[src/rtl/mano_seq_decoder_if.sv]
// Handshake bundle between the bus/control side and the timing/decode front end.
// The master side drives run control and the bus word; the decoder answers with timing and decode.
interface mano_seq_decoder_if;
  logic        start;
  logic        hlt;
  logic        sc_clr;
  logic [15:0] ir_in;
  logic [7:0]  T;
  logic [7:0]  D;
  logic [15:0] B;
  logic        J;
  logic        run;

  modport master (
    output start, hlt, sc_clr, ir_in,
    input  T, D, B, J, run
  );

  modport slave (
    input  start, hlt, sc_clr, ir_in,
    output T, D, B, J, run
  );
endinterface

[src/rtl/mano_seq_decoder.sv]
// Mano basic computer timing/decode front end: run flop S, sequence counter SC, IR, D/J latch.
// Registered state updates one clock after inputs; T and B are combinational from registers.
// No backpressure: every input is sampled on every rising edge.
module mano_seq_decoder (
  input  logic               clk,
  input  logic               rst,
  mano_seq_decoder_if.slave  bus
);

  logic        s_q, s_d;
  logic [2:0]  sc_q, sc_d;
  logic [15:0] ir_q, ir_d;
  logic [7:0]  d_q, d_d;
  logic        j_q, j_d;
  logic [7:0]  t;

  always_ff @(posedge clk) begin
    if (rst) begin
      s_q  <= 1'b0;
      sc_q <= 3'd0;
      ir_q <= 16'h0000;
      d_q  <= 8'h00;
      j_q  <= 1'b0;
    end else begin
      s_q  <= s_d;
      sc_q <= sc_d;
      ir_q <= ir_d;
      d_q  <= d_d;
      j_q  <= j_d;
    end
  end

  always_comb begin
    s_d  = s_q;
    sc_d = sc_q;
    ir_d = ir_q;
    d_d  = d_q;
    j_d  = j_q;

    // hlt outranks both start and sc_clr; SC is pinned to 0 whenever S is low.
    if (bus.hlt) begin
      s_d  = 1'b0;
      sc_d = 3'd0;
    end else if (!s_q) begin
      s_d  = bus.start;
      sc_d = 3'd0;
    end else if (bus.sc_clr) begin
      sc_d = 3'd0;
    end else begin
      sc_d = sc_q + 3'd1;
    end

    if (t[1]) begin
      ir_d = bus.ir_in;
    end

    if (t[2]) begin
      d_d = 8'd1 << ir_q[14:12];
      j_d = ir_q[15];
    end
  end

  always_comb begin
    t       = s_q ? (8'd1 << sc_q) : 8'h00;
    bus.T   = t;
    bus.D   = d_q;
    bus.B   = ir_q;
    bus.J   = j_q;
    bus.run = s_q;
  end

endmodule

[src/flat_wrapper.sv]
// flat-port wrapper written by rule: the top's interface ports become plain ports
module mano_seq_decoder_flat 
  (clk, rst, bus_start, bus_hlt, bus_sc_clr, bus_ir_in, bus_T, bus_D, bus_B, bus_J, bus_run);
  mano_seq_decoder_if bus_i ();
  input  logic clk;
  input  logic rst;
  input wire logic [$bits(bus_i.start)-1:0] bus_start;
  input wire logic [$bits(bus_i.hlt)-1:0] bus_hlt;
  input wire logic [$bits(bus_i.sc_clr)-1:0] bus_sc_clr;
  input wire logic [$bits(bus_i.ir_in)-1:0] bus_ir_in;
  output wire logic [$bits(bus_i.T)-1:0] bus_T;
  output wire logic [$bits(bus_i.D)-1:0] bus_D;
  output wire logic [$bits(bus_i.B)-1:0] bus_B;
  output wire logic [$bits(bus_i.J)-1:0] bus_J;
  output wire logic [$bits(bus_i.run)-1:0] bus_run;
  assign bus_i.start = bus_start;
  assign bus_i.hlt = bus_hlt;
  assign bus_i.sc_clr = bus_sc_clr;
  assign bus_i.ir_in = bus_ir_in;
  assign bus_T = bus_i.T;
  assign bus_D = bus_i.D;
  assign bus_B = bus_i.B;
  assign bus_J = bus_i.J;
  assign bus_run = bus_i.run;
  mano_seq_decoder u_core (.clk(clk), .rst(rst), .bus(bus_i));
endmodule
[config.mk]
export PLATFORM = sky130hd
export DESIGN_NAME = mano_seq_decoder_flat
export DESIGN_NICKNAME = d
export VERILOG_FILES = /design/src/rtl/mano_seq_decoder_if.sv /design/src/rtl/mano_seq_decoder.sv /design/src/flat_wrapper.sv
export SDC_FILE = /design/constraint.sdc
export NUM_CORES = 1
export LEC_CHECK = 0
export CORE_UTILIZATION = 37
export DETAILED_ROUTE_END_ITERATION = 10
export GPL_TIMING_DRIVEN = 0
export PLACE_DENSITY = 0.69
export SKIP_LAST_GASP = 1
export SYNTH_ARGS = -nofsm -noshare
export SYNTH_HDL_FRONTEND = slang
export SYNTH_SLANG_ARGS = --single-unit
[constraint.sdc]
create_clock -name clk -period 1.1 [get_ports clk]
set_input_delay 0.11 -clock clk [delete_from_list [all_inputs] [get_ports clk]]
set_output_delay 0.11 -clock clk [all_outputs]
set_load 0.05 [all_outputs]
# After elaboration in Yosys (flattened, before gate mapping)
# Cells that the tools add are included.
# totals
elab_cells	13
reg_bits	29
# op_classes
n_addsub	1
n_shift	2
bitwise	1
mux	2
n_reduce_logical	2
# op_table
operator	n
$shl A1 B3 Y8 const A	2
$mux W8	1
$reduce_or A4 Y1	1
$add A3 B1 Y3 const B	1
$reduce_or A2 Y1	1
$mux W1	1
$not A1 Y1	1

# Depth between registers and ports, before layout
# logic_depth
ltp_word	2
ltp_mapped	6
depth_no_buf	5

# Least setup slack after synthesis
# OpenSTA, ideal clock, no wires.
# synth_timing
path_kind	reg2reg
from	register u_core.s_q, in the netlist u_core.bus.run
to	register u_core.ir_q[0], in the netlist u_core.bus.B[0]
setup_ns	0.072
t_arrival_ns	1.474
path_stages_with_launch	5
slack_ns	-0.446
required_ns	1.028
cell_sequence	dfxtp_1 > and3b_1 > buf_6 > buf_8 > mux2i_1
# synth_via
elab_chain_cells	1
# synth_lines
element	line_no	source
from (decl)	mano_seq_decoder.sv:10	logic s_q, s_d;
from (signal assigned)	mano_seq_decoder.sv:19	s_q <= 1'b0;
from (signal assigned)	mano_seq_decoder.sv:25	s_q <= s_d;
$mux W8	mano_seq_decoder.sv:64	t = s_q ? (8'd1 << sc_q) : 8'h00;
named net bus_T[1]	flat_wrapper.sv:11	output wire logic [$bits(bus_i.T)-1:0] bus_T;
to (signal assigned)	mano_seq_decoder.sv:27	ir_q <= ir_d;
to (decl)	mano_seq_decoder.sv:12	logic [15:0] ir_q, ir_d;
# The timed path passes the listed nets, and every way through them passes these cells.
# A chain may end at the register's enable or synchronous reset.

# Worst setup path after layout
# layout_timing
from	register u_core.sc_q[1]
to	output bus_T[1]
# layout_via
elab_chain_cells	2
# layout_lines
element	line_no	source
from (decl)	mano_seq_decoder.sv:11	logic [2:0] sc_q, sc_d;
from (signal assigned)	mano_seq_decoder.sv:20	sc_q <= 3'd0;
from (signal assigned)	mano_seq_decoder.sv:26	sc_q <= sc_d;
$shl A1 B3 Y8	mano_seq_decoder.sv:64	
$mux W8	mano_seq_decoder.sv:64	
to (decl)	flat_wrapper.sv:11	
# Every way passes these cells.

==> impl_metrics.tcl <==
set metrics [dict create \
    violations "setup timing" \
    seq_area_um2 604 \
    dieWidth_um 63.8 \
    p_comb_share_pct 8.8 \
    slew_headroom_pct 81.8 \
    cts_buffer_depth 2 \
    timing.rr.end "u_core.bus.B[2]" \
    fmax_mhz 699 \
    start_util_pct 38.7 \
    r2r_cells 6 \
    track_usage_pct 17.7 \
    cts_buffers 5 \
    tns_ns -6.59 \
    status "finished, violations left" \
    rsz0062_at_grt "true" \
    diodes 0 \
    p_sw_uw 442 \
    intPower_uw 1670 \
    dr.pass1.iters 4 \
    peakVddDrop_mv 0.591 \
    die_h_um 63.8 \
    postSynthCellCount 136 \
    drv_slew 0 \
    hold_violations 0 \
    endpoint "bus_T[1]" \
    rows 22 \
    io_pins 55 \
    drc 0 \
    ys_seq_area_share_pct 41.0 \
    ys_warn_count 0 \
    syn_to_final_growth_pct 52.5 \
    port_buffers 54 \
    drive_gt1_share_pct 35.8 \
    hold-worst-slack_ns 0.400 \
    cts.sinks 29 \
    overflow 0 \
    synth_area_um2 1420 \
    drt_iter0_markers 38 \
    clk_latency_ns 0.27 \
    syn_nets 163 \
    first_global_vias 1211 \
    pwr-share-seq_pct 49.6 \
    switching_share_pct 21.0 \
    htree_levels 2 \
    clock_power_share_pct 41.6 \
    end_kind "output port" \
    ff2ff_setup_slack_ns -0.23 \
    synth_cell_type_count 20 \
    syn_area_per_cell_um2 10.4 \
    crit_type "reg -> out" \
    crit_start "u_core.sc_q[1]" \
    gp_congestion 0.728 \
    tightest_slew_ns 0.274 \
    yosys.area.top_type "dfxtp_1" \
    routed_via_density 4.64 \
    final_util_pct 59.0 \
    hpwl_um 2340 \
    synth-seq-cells 29 \
    cts_tree "built" \
    drt-total-wl_um 3250 \
    cts_root_buf "clkbuf_8" \
    finalCriticalPeriod_ns 1.43 \
    hold_path_class "in -> reg" \
    synth_top_area_share_pct 41.0 \
    grt_max_degree 12 \
    multi_input_area_um2 798 \
    skew_ns 0.00230 \
    worst_ep_arrival_time_ns 1.32 \
    vias 1170 \
    fin_nets 230 \
    wl_per_cell_um 12.9 \
    fin_ws_ns -0.331 \
    design.core.area_um2 3660 \
    ant_nets 0 \
    setup_viol 33 \
    leakagePower_uw 0.000925 \
    grt_pass1_wl_um 5440 \
    finalInstanceArea_um2 2160 \
    power_density_nw_per_um2 977 \
    n_fill_cell 325 \
    r2r_start "u_core.sc_q[1]" \
    start_kind "flop" \
    synth_area_leaders "dfxtp_1 (41%), nand2b_1 (18%), mux2i_1 (18%), ha_1 (5.3%), or4b_1 (2.8%)" \
    required_ns 0.99 \
    drv_cap 0 \
    path_clk_slew_ns 0.06 \
    finalCritPeriodShare_pct 130 \
    cp_max_fo 3 \
    post_dp_cell_area_um2 2070 \
    dieArea_um2 4080 \
    antenna_found_initial 0 \
]
what timing repair did:
| item | CTS | global route |
|---|---|---|
| setup buffers | 4 | 4 |
| hold buffers | 0 | 0 |
| cloned | 0 | 0 |
| gates resized for setup | 181 | 28 |
| setup endpoints to repair | 62 | 44 |
stage by stage:
stage	total power, µW	instances	setup WS, ns
2_1_floorplan	1150	136	-0.107
3_5_place_dp	1250	238	-0.793
6_report	2110	252	-0.331
4_1_cts	2150	250	-0.380
5_1_grt	2200	252	-0.369
3_3_place_gp	1250	238	-0.783
cell usage in the layout, fill, tap and decap left out, types with 2 or more instances in the layout:
cell,instances
inv_1,2
and3_4,3
nor2_1,4
dlygate4sd1_1,2
buf_2,28
clkdlybuf4s50_1,19
clkbuf_8,6
buf_12,2
ha_1,2
nand2b_1,41
dfxtp_1,22
clkbuf_1,2
or4b_1,3
ha_2,2
nand4bb_1,3
buf_6,4
and2_2,2
buf_8,6
ha_4,2
dfxtp_4,6
buf_4,6
mux2i_1,25
cell type report:
class	instances	area share, %
inverters	5	1.33
plain buffers	7	3.25
flip-flops and latches	29	28.0
well taps	48	2.78
multi-input cells	94	37.0
repair buffers	61	23.5
clock buffers	8	4.17
worst max-delay path, cell delays in order (launching register included):
cell,delay [ns]
dfxtp_4,0.38
inv_4,0.04
ha_4,0.14
and3b_2,0.21
buf_12,0.13
buf_12,0.14
layer usage:
metal / vias up / wire, µm / track usage [%]
li1: 584 / - / -
met5: - / 0 / 0
met4: 0 / 51 / 9.09
met3: 6 / 256 / 6.07
met2: 43 / 1580 / 29.8
met1: 537 / 1360 / 19.6
cell families (layout without fill, tap and decap cells):
logic type / after synthesis / count (layout) / synth area share, %
and+or+nand+nor: 63 / 63 / 29.7
DFF: 29 / 29 / 41.0
muxes: 25 / 25 / 17.7
buffers and inverters: 13 / 81 / 6.28
adders and majority gates: 6 / 6 / 5.30
flip-flops by register name (all words and copies together) (netlist names):
| register | flops |
|---|---|
| u_core.sc_q | 3 |
| u_core.bus.J | 1 |
| u_core.bus.B | 16 |
| u_core.bus.run | 1 |
| u_core.bus.D | 8 |
synthesized netlist by cell type:
cell,instances
ha_1,6
nor3_1,1
buf_6,2
or4b_1,4
nand4b_1,1
inv_1,4
and3_1,4
buf_2,3
inv_2,1
dlygate4sd1_1,2
and2_1,2
dfxtp_1,29
or4_1,1
nand2b_1,41
nand3b_1,1
buf_8,1
mux2i_1,25
nand4bb_1,3
nor2_1,4
and3b_1,1
worst min-delay path by stage:
stage / slack [ns] / start / depth (start not counted) / endpoint
2_1_floorplan: 0.18 / bus_hlt / 1 / u_core.bus.run
3_3_place_gp: 0.44 / u_core.sc_q[0] / 1 / u_core.sc_q[0]
3_5_place_dp: 0.45 / u_core.sc_q[0] / 1 / u_core.sc_q[0]
4_1_cts: 0.39 / bus_ir_in[7] / 3 / u_core.bus.B[7]
5_1_grt: 0.41 / bus_start / 3 / u_core.bus.run
6_report: 0.40 / bus_ir_in[7] / 3 / u_core.bus.B[7]
power groups by stage:
stage	Clock, µW	Combinational [µW]	Sequential [µW]
floorplan	0	72.2	1080
global placement	0	175	1070
detailed placement	0	180	1070
CTS	918	180	1050
global route	956	199	1050
finish	878	184	1050
Power figures use the tool's default switching activity.
